<file path="src/rtl/contador_lote_param.sv">
// Batch item counter: counts offered items up to MODULUS, refuses items while full,
// and tallies unloaded batches. Define CONTADOR_LOTE_SAT_EN to saturate the batch total.
module contador_lote_param #(
  parameter int MODULUS     = 12,
  parameter int WIDTH       = 4,
  parameter int BATCH_WIDTH = 8
) (
  input  logic                   Ck,
  input  logic                   clear,
  input  logic                   en,
  input  logic                   unload,
  output logic [WIDTH-1:0]       Q,
  output logic                   S,
  output logic                   ready,
  output logic                   reject,
  output logic [BATCH_WIDTH-1:0] batches
);

  // Handshake: an item transfers on a rising edge when en && ready; en while !ready
  // is refused and flagged on reject for the following cycle.

  typedef enum logic {FILLING = 1'b0, FULL = 1'b1} state_e;

  localparam logic [WIDTH-1:0] MOD_W = WIDTH'(MODULUS);

  logic [WIDTH-1:0]       count_q, count_d;
  logic [BATCH_WIDTH-1:0] batches_q, batches_d;
  logic                   reject_q, reject_d;
  logic [BATCH_WIDTH-1:0] batches_inc;
  state_e                 state;

  // State lives entirely in the count; FULL is decoded, never stored separately.
  assign state = (count_q == MOD_W) ? FULL : FILLING;

  always_ff @(posedge Ck) begin
    if (clear) begin
      count_q   <= '0;
      batches_q <= '0;
      reject_q  <= 1'b0;
    end else begin
      count_q   <= count_d;
      batches_q <= batches_d;
      reject_q  <= reject_d;
    end
  end

`ifdef CONTADOR_LOTE_SAT_EN
  assign batches_inc = (batches_q == '1) ? batches_q : batches_q + 1'b1;
`else
  assign batches_inc = batches_q + 1'b1;
`endif

  always_comb begin
    count_d   = count_q;
    batches_d = batches_q;
    reject_d  = 1'b0;
    case (state)
      FILLING: begin
        if (en) count_d = count_q + 1'b1;
      end
      FULL: begin
        if (unload) begin
          // An item offered alongside the unload opens the next batch.
          count_d   = {{(WIDTH-1){1'b0}}, en};
          batches_d = batches_inc;
        end else if (en) begin
          reject_d = 1'b1;
        end
      end
      default: count_d = count_q;
    endcase
  end

  always_comb begin
    Q       = count_q;
    S       = (state == FULL);
    ready   = (state != FULL);
    reject  = reject_q;
    batches = batches_q;
  end

endmodule

</file>
<file path="config.mk">
export PLATFORM = sky130hd
export DESIGN_NAME = contador_lote_param
export DESIGN_NICKNAME = d
export VERILOG_FILES = /design/src/rtl/contador_lote_param.sv
export SDC_FILE = /design/constraint.sdc
export NUM_CORES = 1
export LEC_CHECK = 0
export CAP_MARGIN = 20
export CORE_MARGIN = 4
export CORE_UTILIZATION = 44
export DETAILED_ROUTE_END_ITERATION = 16
export GPL_ROUTABILITY_DRIVEN = 0
export GPL_TIMING_DRIVEN = 1
export PLACE_DENSITY_LB_ADDON = 0.3
export SLEW_MARGIN = 20
export SYNTH_ARGS = -nofsm -noshare
export SYNTH_HDL_FRONTEND = slang
export SYNTH_SLANG_ARGS = --single-unit
</file>
<file path="constraint.sdc">
create_clock -name Ck -period 1.7 [get_ports Ck]
set_input_delay 0.51 -clock Ck [delete_from_list [all_inputs] [get_ports Ck]]
set_output_delay 0.51 -clock Ck [all_outputs]
set_load 0.05 [all_outputs]
</file>
Word-level counts from Yosys, hierarchy flattened
Index checks and enable logic that the tools add are counted.
{ "classes": {"addsub": 2, "n_eq_ne": 3, "muxes": 5, "bitwise": 1, "n_reduce_logical": 3} }
{ "ops": {"columns": ["op", "count"], "rows": [
  ["adder 8 x 1 -> 8 bit, second input constant", 1],
  ["2-to-1 mux 4 bit", 2],
  ["one-hot mux 4 bit (2 select lines)", 1],
  ["adder 4 x 1 -> 4 bit, second input constant", 1],
  ["== test 4 bit, second input constant", 1],
  ["!= test 2 bit, second input constant", 2],
  ["AND reduction 2 bit", 2],
  ["OR reduction 3 bit", 1],
  ["2-to-1 mux 1 bit", 2],
  ["inverter 1 bit", 1]
]} }
{ "word_totals": {"regBits": 13, "input_bits": 4, "out_inout_bits": 15, "wordCells": 17} }

Longest topological paths before layout
Gate-level depths: netlist (run 1).
{ "depth": {"word_depth": 5, "mapped_depth": 6, "depth_no_buf": 5} }

Worst setup path before layout (run 1)
Ideal clock, no wire load.
{ "synth_timing": {"path_kind": "flip-flop to output port", "start": "register count_q[0], in the netlist Q[0]", "end": "output port S", "arrival_time_ns": 1.956, "setup_slack_ns": -0.766, "stages_incl_launch_ff": 5, "path_cell_list": "dfxtp_1 > inv_1 > ha_1 > nand3_1 > inv_1"} }
{ "synth_between": {"elab_chain_len": 2} }
{ "synth_rtl": {"columns": ["item", "line", "rtl"], "rows": [
  ["from (decl)", "26", "logic [WIDTH-1:0] count_q, count_d;"],
  ["from (signal assigned)", "41", "count_q <= count_d;"],
  ["== test 4 bit", "33", "assign state = (count_q == MOD_W) ? FULL : FILLING;"],
  ["2-to-1 mux 1 bit", "33", null],
  ["to (decl)", "13", "output logic S,"]
]} }
Every way passes these cells.

Worst setup path in the final report (run 1)
Same ends and word-level chain as after synthesis.

==> results.py, run 1 <==
metrics = {
    "status": {
        "status": "finished, violations left",
        "violations_in_the_final_reports": "setup timing",
    },
    "route": {
        "wl_per_cell_um": 15.9,
        "via_per_inst": 5.63,
        "detail_route.iter0.violations": 11,
        "drc_violations_left": 0,
        "drt_pre_antenna_iters": 4,
        "num_vias": 693,
        "drt.antenna.violating_nets": 0,
        "route.final.wire_length_um": 1960,
    },
    "worst_setup_path": {
        "worst_ep_required_time_ps": 1190,
        "cp_launch_point": "Q[0]$_SDFFE_PP0P_",
        "cp_num_buf_inv": 3,
        "crit_slowest_cell": "sky130_fd_sc_hd__dfxtp_4",
        "crit_chain": "inv_4 -> ha_4 -> nand3_4 -> clkinvlp_4 -> buf_12",
        "setup.worst_path.start_class": "flip-flop",
        "crit_path_max_fanout": 3,
        "critical_path.endpoint_type": "primary output",
        "cp.arrival_ps": 1210,
        "path_class": "reg2out",
        "worst_r2r_startpoint": "Q[1]$_SDFFE_PP0P_",
        "critical_path_s_largest_stage_delay_ps": 360,
        "kind_of_cell_adding_the_most_delay_to_the_critical_path": "flip-flops",
    },
    "timing": {
        "report.final.hold_viol_count": 0,
        "grt_setup_unrepaired": "true",
        "worst_clock_skew_ps": 6.50,
        "setup-tns-final_ps": -30.4,
        "timing.slew.headroom_pct": 74.7,
        "period_share_pct": 101,
        "clock.fmax_mhz": 582,
        "report.final.slew_viol_count": 0,
        "worst_slack_ps": -19.0,
        "worst-slew-pin-transition_ps": 376,
        "min_period_ps": 1720,
        "finalSetupViolCount": 2,
        "finalHoldWorstSlack_ps": 574,
    },
    "yosys": {
        "postSynthNetCount": 81,
        "avgSynthCellArea_um2": 8.86,
        "yosysTopAreaCellShare_pct": 39.7,
        "yosys_warnings": 0,
        "synth_top_area_cell": "sky130_fd_sc_hd__dfxtp_1",
        "post_synth_instance_area_um2": 656,
        "ys_types": 29,
        "postSynthCellCount": 74,
        "synth.ff_latch_count": 13,
        "ys_seq_area_share_pct": 39.7,
        "netlist_top_cells_area": "sky130_fd_sc_hd__dfxtp_1 40%, sky130_fd_sc_hd__ha_1 5.7%, sky130_fd_sc_hd__mux2_2 5.2%",
    },
    "power_and_ir_drop": {
        "clock_power_share_pct": 31.0,
        "power.static_leakage_nw": 0.459,
        "total_power_uw": 626,
        "vdd_ir_drop_max_v": 0.000386,
        "cell_internal_power_dissipation_uw": 460,
        "power.sequential.fraction_pct": 50.0,
        "combPwrFrac_pct": 19.0,
        "power.net_switching_uw": 166,
        "powerDensity_mw_per_mm2": 523,
        "switching_share_pct": 26.5,
    },
    "place": {
        "dp_slack_ps": -274,
        "dpl.cell_count": 112,
        "place_area_mm2": 0.00109,
        "port_buffers": 18,
        "hpwl_um": 1300,
    },
    "clocking": {
        "root_buffer": "sky130_fd_sc_hd__clkbuf_4",
        "tritoncts": "yes",
        "cts.path.max_buffers": 2,
        "worst_skew_pair.late_latency_ps": 280,
        "numClockSinks": 13,
        "cts_buffers": 3,
        "clk_pin_slew_worst_paths_ps": 80,
        "cts-htree-levels": 1,
    },
    "floorplanning": {
        "die_area_mm2": 0.00217,
        "start_util_pct": 48.6,
        "die_height_um": 46.6,
        "row_count": 13,
        "ioPinCount": 19,
        "dieWidth_um": 46.6,
        "floorplan.core_area_mm2": 0.00135,
    },
    "finish": {
        "antenna_cells_inserted": 0,
        "nNetsFinal": 116,
        "most-common-layout-cells": "15 x sky130_fd_sc_hd__buf_12, 13 x sky130_fd_sc_hd__buf_4, 9 x sky130_fd_sc_hd__dfxtp_1, 6 x sky130_fd_sc_hd__nor2_1",
        "final_instance_area_mm2": 0.00120,
        "area_growth_pct": 82.4,
        "fillers": 67,
        "ratio_of_cells_with_drive_above_1_in_the_final_layout_pct": 46.3,
        "fin_util_pct": 88.6,
        "finish.cell_count_without_fillers": 123,
        "mostFrequentLayoutCell": "sky130_fd_sc_hd__buf_12",
    },
    "global_route": {
        "grt_pass1_vias": 616,
        "number_of_antenna_violations_at_the_first_check_in_global_routing": 0,
        "grt_use_total_pct": 19.3,
        "grt_start_max_net_pins": 10,
        "grt.overflow.total": 0,
        "grt_first_pass_wirelength_um": 2850,
    },
    "min_path": {
        "worstHoldPathType": "reg2reg",
        "hold_path_startpoint": "batches[4]$_SDFFE_PP0P_",
    },
    "run": {
        "cap_violations": 0,
    },
}
[metal layers]
| layer | vias up | global-route usage (%) | wire length (µm) |
|---|---|---|---|
| met5 | - | 0 | 0 |
| met4 | 0 | 10.8 | 56 |
| met3 | 8 | 6.64 | 95 |
| met2 | 21 | 31.9 | 1030 |
| met1 | 328 | 21.3 | 772 |
| li1 | 336 | - | - |
[worst reg2reg max path: cells and delay by family (launching register included)]
kind / cells / cell delay (ps)
flops: 1 / 350
buf+inv: 3 / 350
compound gates: 1 / 340
mux: 1 / 260
fa+ha+maj: 1 / 150
simple gates: 1 / 110
[flip-flops by register name, summed over array words and instances (netlist names)]
| signal | count |
|---|---|
| batches | 8 |
| reject | 1 |
| Q | 4 |
[cells by family after synthesis]
family | after synthesis | synth area share, %
XOR/XNOR | 1 | 1.34
multiplexers | 5 | 8.21
AND/OR/NAND/NOR | 30 | 25.8
flip-flops | 13 | 39.7
AO/OA/AOI/OAI | 15 | 14.7
buffers and inverters | 7 | 4.58
adder cells (fa/ha/maj) | 3 | 5.73
[power by group through the flow]
stage / Sequential (mW) / Combinational, mW / Clock (mW)
after floorplan: 0.338 / 0.0339 / 0
after global placement: 0.326 / 0.0901 / 0
after detailed placement: 0.326 / 0.0929 / 0
after CTS: 0.313 / 0.111 / 0.196
after global routing: 0.314 / 0.127 / 0.215
final: 0.313 / 0.119 / 0.194
[cell type report]
class                   instances  area [µm²]  area share [%]
clock buffers                   4        26.3            2.20
inverters                       5        25.0            2.09
multi-input cells              54         417            34.8
flip-flops and latches         13         270            22.6
well taps                      15        18.8            1.57
repair buffers                 32         439            36.7
[cell usage after synthesis]
cell and instances:
sky130_fd_sc_hd__a31oi_1 1, sky130_fd_sc_hd__dfxtp_1 13, sky130_fd_sc_hd__nand4_2 1, sky130_fd_sc_hd__inv_1 5, sky130_fd_sc_hd__nand2b_1 2, sky130_fd_sc_hd__nand2_1 3, sky130_fd_sc_hd__a21oi_1 5, sky130_fd_sc_hd__buf_4 1
sky130_fd_sc_hd__mux2_2 3, sky130_fd_sc_hd__or4_1 1, sky130_fd_sc_hd__and2b_1 1, sky130_fd_sc_hd__a211oi_1 1, sky130_fd_sc_hd__nor2_1 6, sky130_fd_sc_hd__or3_1 4, sky130_fd_sc_hd__and2_1 1, sky130_fd_sc_hd__ha_1 3
sky130_fd_sc_hd__xor2_1 1, sky130_fd_sc_hd__o21ai_0 4, sky130_fd_sc_hd__nor4b_1 1, sky130_fd_sc_hd__a2111oi_2 1, sky130_fd_sc_hd__and3_1 1, sky130_fd_sc_hd__nor2b_1 2, sky130_fd_sc_hd__mux2i_1 2, sky130_fd_sc_hd__a21boi_0 1
sky130_fd_sc_hd__clkbuf_1 1, sky130_fd_sc_hd__nor3_1 1, sky130_fd_sc_hd__nor4_1 1, sky130_fd_sc_hd__nand3_1 5, sky130_fd_sc_hd__o31ai_1 2
[path summary, 6_finish.rpt]
| path | to | slack [ps] | cells past startpoint |
|---|---|---|---|
| worst max-delay path | S | -20 | 5 |
| worst min register to register | batches[4]$_SDFFE_PP0P_ | 570 | 2 |
| worst max register to register | Q[1]$_SDFFE_PP0P_ | 70 | 7 |
| worst min-delay path | batches[4]$_SDFFE_PP0P_ | 570 | 2 |
[timing repair]
item                                    CTS  global route
setup buffers                             5             2
hold buffers                              0             0
endpoints found under the setup margin    2             6
pin swaps                                 1             1
gates resized for setup                   0             6
Power figures use the tool's default switching activity.
==> run 2, diff against run 1 <==
--- a/config.mk
+++ b/config.mk
@@ -6,8 +6,8 @@
 export NUM_CORES = 1
 export LEC_CHECK = 0
 export CAP_MARGIN = 20
-export CORE_MARGIN = 4
 export CORE_UTILIZATION = 44
+export CTS_CLUSTER_SIZE = 8
 export DETAILED_ROUTE_END_ITERATION = 16
 export GPL_ROUTABILITY_DRIVEN = 0
 export GPL_TIMING_DRIVEN = 1
==> run 2 against run 1 <==
Effect of this change:
- the flow still finishes with violations (setup timing)
- design area decreased by 1.6%
- non-clock buffer count decreased by 2
- clock power increased by 4%
- fmax decreased by 1.9%
- critical endpoint unchanged
- largest power group unchanged
- highest routed layer unchanged
==> results.py, run 2 (synthesized netlist as in run 1, its figures left out) <==
metrics = {
    "timing": {
        "min_period_ps": 1750,
        "worst-slew-pin-transition_ps": 305,
        "worst_slack_ps": -52.3,
        "report.final.slew_viol_count": 0,
        "timing.slew.headroom_pct": 79.6,
        "report.final.hold_viol_count": 0,
        "worst_clock_skew_ps": 0.420,
        "period_share_pct": 103,
        "clock.fmax_mhz": 571,
        "finalHoldWorstSlack_ps": 584,
        "finalSetupViolCount": 1,
        "grt_setup_unrepaired": "true",
    },
    "clocking": {
        "numClockSinks": 13,
        "root_buffer": "sky130_fd_sc_hd__clkbuf_4",
        "cts_buffers": 3,
        "clk_pin_slew_worst_paths_ps": 80,
        "cts-htree-levels": 1,
        "tritoncts": "yes",
        "cts.path.max_buffers": 2,
        "worst_skew_pair.late_latency_ps": 280,
        "postCtsHoldBufs": 0,
    },
    "global_route": {
        "number_of_antenna_violations_at_the_first_check_in_global_routing": 0,
        "grt_start_max_net_pins": 10,
        "grt_first_pass_wirelength_um": 2730,
        "grt.overflow.total": 0,
        "grt_pass1_vias": 596,
        "grt_use_total_pct": 25.8,
    },
    "route": {
        "route.final.wire_length_um": 1960,
        "num_vias": 699,
        "drc_violations_left": 0,
        "drt_pre_antenna_iters": 4,
        "via_per_inst": 5.78,
        "drt.antenna.violating_nets": 0,
        "wl_per_cell_um": 16.2,
        "detail_route.iter0.violations": 25,
    },
    "worst_setup_path": {
        "crit_path_max_fanout": 4,
        "critical_path_s_largest_stage_delay_ps": 360,
        "kind_of_cell_adding_the_most_delay_to_the_critical_path": "flip-flops",
        "critical_path.endpoint_type": "primary output",
        "r2r_cells": 6,
        "worst-path-stages": 5,
        "cp_launch_point": "Q[0]$_SDFFE_PP0P_",
        "setup.worst_path.start_class": "flip-flop",
        "crit_chain": "inv_4 -> ha_4 -> nand3_4 -> clkinvlp_4 -> buf_12",
        "worst_r2r_startpoint": "Q[0]$_SDFFE_PP0P_",
        "path_class": "reg2out",
        "cp_num_buf_inv": 3,
        "cp.arrival_ps": 1240,
        "crit_slowest_cell": "sky130_fd_sc_hd__dfxtp_4",
        "worst_ep_required_time_ps": 1190,
    },
    "finish": {
        "nNetsFinal": 114,
        "final_instance_area_mm2": 0.00118,
        "ratio_of_cells_with_drive_above_1_in_the_final_layout_pct": 42.5,
        "fin_util_pct": 87.2,
        "area_growth_pct": 79.6,
        "flip_flop_count_of_the_largest_register_all_copies_and_words_added": 8,
        "fillers": 62,
        "mostFrequentLayoutCell": "sky130_fd_sc_hd__buf_12",
        "most-common-layout-cells": "15 x sky130_fd_sc_hd__buf_12, 11 x sky130_fd_sc_hd__buf_4, 9 x sky130_fd_sc_hd__dfxtp_1, 6 x sky130_fd_sc_hd__nor2_1, 5 x sky130_fd_sc_hd__a21oi_1",
        "antenna_cells_inserted": 0,
    },
    "status": {
        "violations_in_the_final_reports": "setup timing",
        "status": "finished, violations left",
    },
    "place": {
        "port_buffers": 18,
        "place_area_mm2": 0.00108,
        "hpwl_um": 1120,
        "dp_slack_ps": -345,
    },
    "floorplanning": {
        "die_height_um": 40.6,
        "die_area_mm2": 0.00165,
        "dieWidth_um": 40.6,
        "row_count": 13,
        "floorplan.core_area_mm2": 0.00135,
        "start_util_pct": 48.6,
        "ioPinCount": 19,
    },
    "min_path": {
        "hold_path_startpoint": "Q[3]$_SDFFE_PP0P_",
        "cell_depth_of_the_worst_hold_path": 2,
        "worstHoldPathType": "reg2reg",
    },
    "run": {
        "cap_violations": 0,
    },
    "power_and_ir_drop": {
        "powerDensity_mw_per_mm2": 537,
        "vdd_ir_drop_max_v": 0.000458,
        "power.static_leakage_nw": 0.467,
        "total_power_uw": 633,
    },
}
-- run 2: cell types whose count changed in the layout (fill, tap and decap cells not counted), sizes merged --
| cell | before | now |
|---|---|---|
| buf | 29 | 27 |
| clkdlybuf4s50 | 3 | 2 |
| dlygate4sd2 | 0 | 1 |
-- run 2: area by class of cell --
type                            instances  area, µm²  share of cell area [%]
Sequential cell                        13        270                    23.0
Timing Repair Buffer                   30        423                    35.9
Inverter                                5       25.0                    2.13
Tap cell                               15       18.8                    1.59
Multi-Input combinational cell         54        414                    35.2
Clock buffer                            4       26.3                    2.23
-- run 2: where the power goes --
| group | switching [mW] | total, mW | internal [mW] | leakage, nW |
|---|---|---|---|---|
| clock network | 0.110 | 0.201 | 0.0912 | 0.0150 |
| registers | 0.00494 | 0.313 | 0.308 | 0.107 |
| logic | 0.0582 | 0.119 | 0.0605 | 0.345 |
| total | 0.173 | 0.633 | 0.460 | 0.467 |
-- run 2: repair_timing --
action / CTS / global route
buffers inserted: 4 / 2
endpoints found under the hold margin: 0 / 0
gates resized for setup: 4 / 1
endpoints found under the setup margin: 4 / 2
pin swaps: 1 / 1
-- run 2: worst paths after layout --
check | endpoint | slack (ps)
worst min register to register | Q[3]$_SDFFE_PP0P_ | 580
worst max register to register | batches[5]$_SDFFE_PP0P_ | 30
worst max-delay path | S | -50
worst min-delay path | Q[3]$_SDFFE_PP0P_ | 580
-- run 2: routing by layer --
| layer | global-route usage (%) | vias up | part of all wire (%) |
|---|---|---|---|
| met1 | 33.4 | 333 | 44 |
| met4 | 13.3 | 0 | 2.2 |
| met2 | 38.5 | 32 | 49 |
| met3 | 7.22 | 6 | 4.5 |
| met5 | 0 | - | 0 |
| li1 | - | 328 | - |
-- run 2: per-stage QoR --
step / instances / setup TNS (ps)
after floorplan: 74 / 0
final: 121 / -52.3
after global routing: 121 / -178
after global placement: 111 / -1450
after CTS: 119 / -42.6
after detailed placement: 111 / -1920
-- run 2: worst register-to-register path, delay by kind of cell, from the launching register on --
kind / cells / cell delay [ps]
AO/OA/AOI/OAI: 1 / 170
adder cells (fa/ha/maj): 1 / 160
AND/OR/NAND/NOR: 2 / 730
buffers and inverters: 2 / 180
flip-flops: 1 / 360
==> patch: new RTL, config.mk and constraints of run 2 <==
Build with the macro `CONTADOR_LOTE_SAT_EN` defined.
--- a/src/rtl/contador_lote_param.sv
+++ b/src/rtl/contador_lote_param.sv
@@ -1,4 +1,6 @@
 // Batch item counter: counts offered items up to MODULUS, refuses items while full,
 // and tallies unloaded batches. Define CONTADOR_LOTE_SAT_EN to saturate the batch total.
+`define CONTADOR_LOTE_SAT_EN
+
 module contador_lote_param #(
   parameter int MODULUS     = 12,
Formal check against the unedited RTL: no difference found for any inputs over 10 cycles, from zero or initial values; that may be too few to reach the edited logic, so the function may still have changed.
==> patch against run 2 <==
The flow still finishes with violations (setup timing); first-iteration DRC count is 24% lower; synthesized area is 1.7% higher; setup slack better by 0.0064 ns; highest routed layer unchanged; maximum frequency is 0.37% higher; cell count is 0.83% lower; sequential cell count stayed put; largest cell class unchanged; critical path type unchanged; total power is 2.3% lower; final area is 1.5% lower; wire length is 11% lower.
==> patch: results (changes against run 2) <==
First-pass GRT wire length = 2.69 mm (-1.5%)
CTS max path bufs = 2 (unchanged)
Netlist cell types = 29 (unchanged)
Clk tree area frac = 2.37% (+0.14 points)
Leakage = 0.460 nW (-1.5%)
Fill cell count = 65 (+4.8%)
Worst Min Path Start = Q[0]
Cell Area, Placed = 1060 um^2 (-1.6%)
Via/cell ratio = 5.72 (-1.0%)
# setup viols final = 1 (unchanged)
Inverters = 4 (-1)
Sequential element share of the synthesized area = 39.0% (-0.67 points)
DRT iter0 DRCs = 19 (-24%)
CTS H-tree lvls = 1 (unchanged)
Residual DRC count = 0 (unchanged)
Mapped Area = 667 um^2 (+1.7%)
Post-synthesis xor/xnor area fraction = 6.57% (+5.2 points)
Clock sink count = 13 (unchanged)
Number of global-route vias before repair = 613 (+2.9%)
Hpwl dp = 1.17 mm (+4.5%)
Layout cells sized above 1 = 43.8% (+1.4 points)
Comb_multi_in = 54 (unchanged)
Worst path max stage delay = 0.37 ns
Post-synthesis adder-cell area fraction = 5.63% (-0.097 points)
Peak supply drop = 437 uV (-4.5%)
Crit-path slowest cell = dfxtp_4
Worst-Skew Late Latency = 0.29 ns
Antenna diodes = 0 (unchanged)
Placed Cells incl. Taps = 109 (-1.8%)
Gr usage total = 27.0% (+1.1 points)
CP arrival = 1.24 ns (about the same)
Post-Syn Nets = 82 (+1.2%)
Compound-cell area share of the yosys netlist = 20.6% (+5.9 points)
Violated checks = setup timing
Final setup margin = -0.0459 ns (+0.00643 ns)
Outcome = finished, violations left
Post-Layout Cell Count = 120 (-0.83%)
Final Skew = 0.00275 ns (+0.00233 ns)
Footprint of the multi-input gates = 399 um^2 (-3.6%)
# nets final = 113 (-0.88%)
Clock transition at path regs = 0.08 ns (about the same)
Slew HR = 80.9% (+1.3 points)
FF+latch area = 273 um^2 (+0.93%)
First drt pass iteration count = 4 (unchanged)
Avg Inst Size Synth = 8.89 um^2 (+0.36%)
CP startpoint = Q[1]
Commonest cells in the synthesized netlist = 13 x dfxtp_1, 8 x nor2_1, 7 x a21oi_1
CP max FO = 4 (unchanged)
Signal buffers share of area = 36.2% (+0.33 points)
Synth top area cells = dfxtp_1 39%, xor2_1 6.6%, ha_1 5.6%
Final wirelength = 1.74 mm (-11%)
Share of synthesized area spent on multiplexers = 3.00% (-5.2 points)
[patch: cell count changes in the layout (fill, tap and decap cells not counted), sizes merged, moves of 3 or more]
cell    before  now
mux2         3    0
or3          4    1
xor2         1    5
o211ai       0    4
[patch: routing by layer]
layer  up-vias  track usage, %  part of all wire [%]
li1        332               -                     -
met1       318            31.8                    40
met2        32            37.5                    48
met3         4            11.4                   8.5
met4         0            21.7                   3.5
met5         -               0                     0
[patch: where the power goes]
group | total (mW) | internal (mW) | switching, mW | leakage (nW)
Sequential | 0.313 | 0.308 | 0.00501 | 0.108
Combinational | 0.103 | 0.0500 | 0.0529 | 0.334
Clock | 0.202 | 0.0878 | 0.115 | 0.0177
Total | 0.619 | 0.446 | 0.173 | 0.460
[patch: timing repair]
action	CTS	global route
pin swaps	1	0
endpoints found under the hold margin	0	0
resized for setup	3	3
hold buffers	0	0
buffers inserted	5	2
setup endpoints to repair	2	4
[patch: stage by stage]
| stage | setup slack [ns] | setup TNS [ns] | power, mW | utilization, % | hold slack (ns) |
|---|---|---|---|---|---|
| 6_report | -0.0459 | -0.0459 | 0.619 | 85.9 | 0.508 |
| 5_1_grt | -0.103 | -0.113 | 0.653 | 85.9 | 0.533 |
| 4_1_cts | -0.0419 | -0.0419 | 0.618 | 84.2 | 0.506 |
| 3_5_place_dp | -0.251 | -1.59 | 0.402 | 78.7 | 0.539 |
| 3_3_place_gp | -0.205 | -1.22 | 0.399 | 78.7 | 0.533 |
| 2_1_floorplan | -0.0595 | -0.0595 | 0.362 | - | 0.576 |
[patch: final timing paths]
check        depth (start not counted)    endpoint  slack [ns]
min reg2reg                          2        Q[0]        0.51
max                                  5           S       -0.05
max reg2reg                          7  batches[7]        0.09
min                                  2        Q[0]        0.51
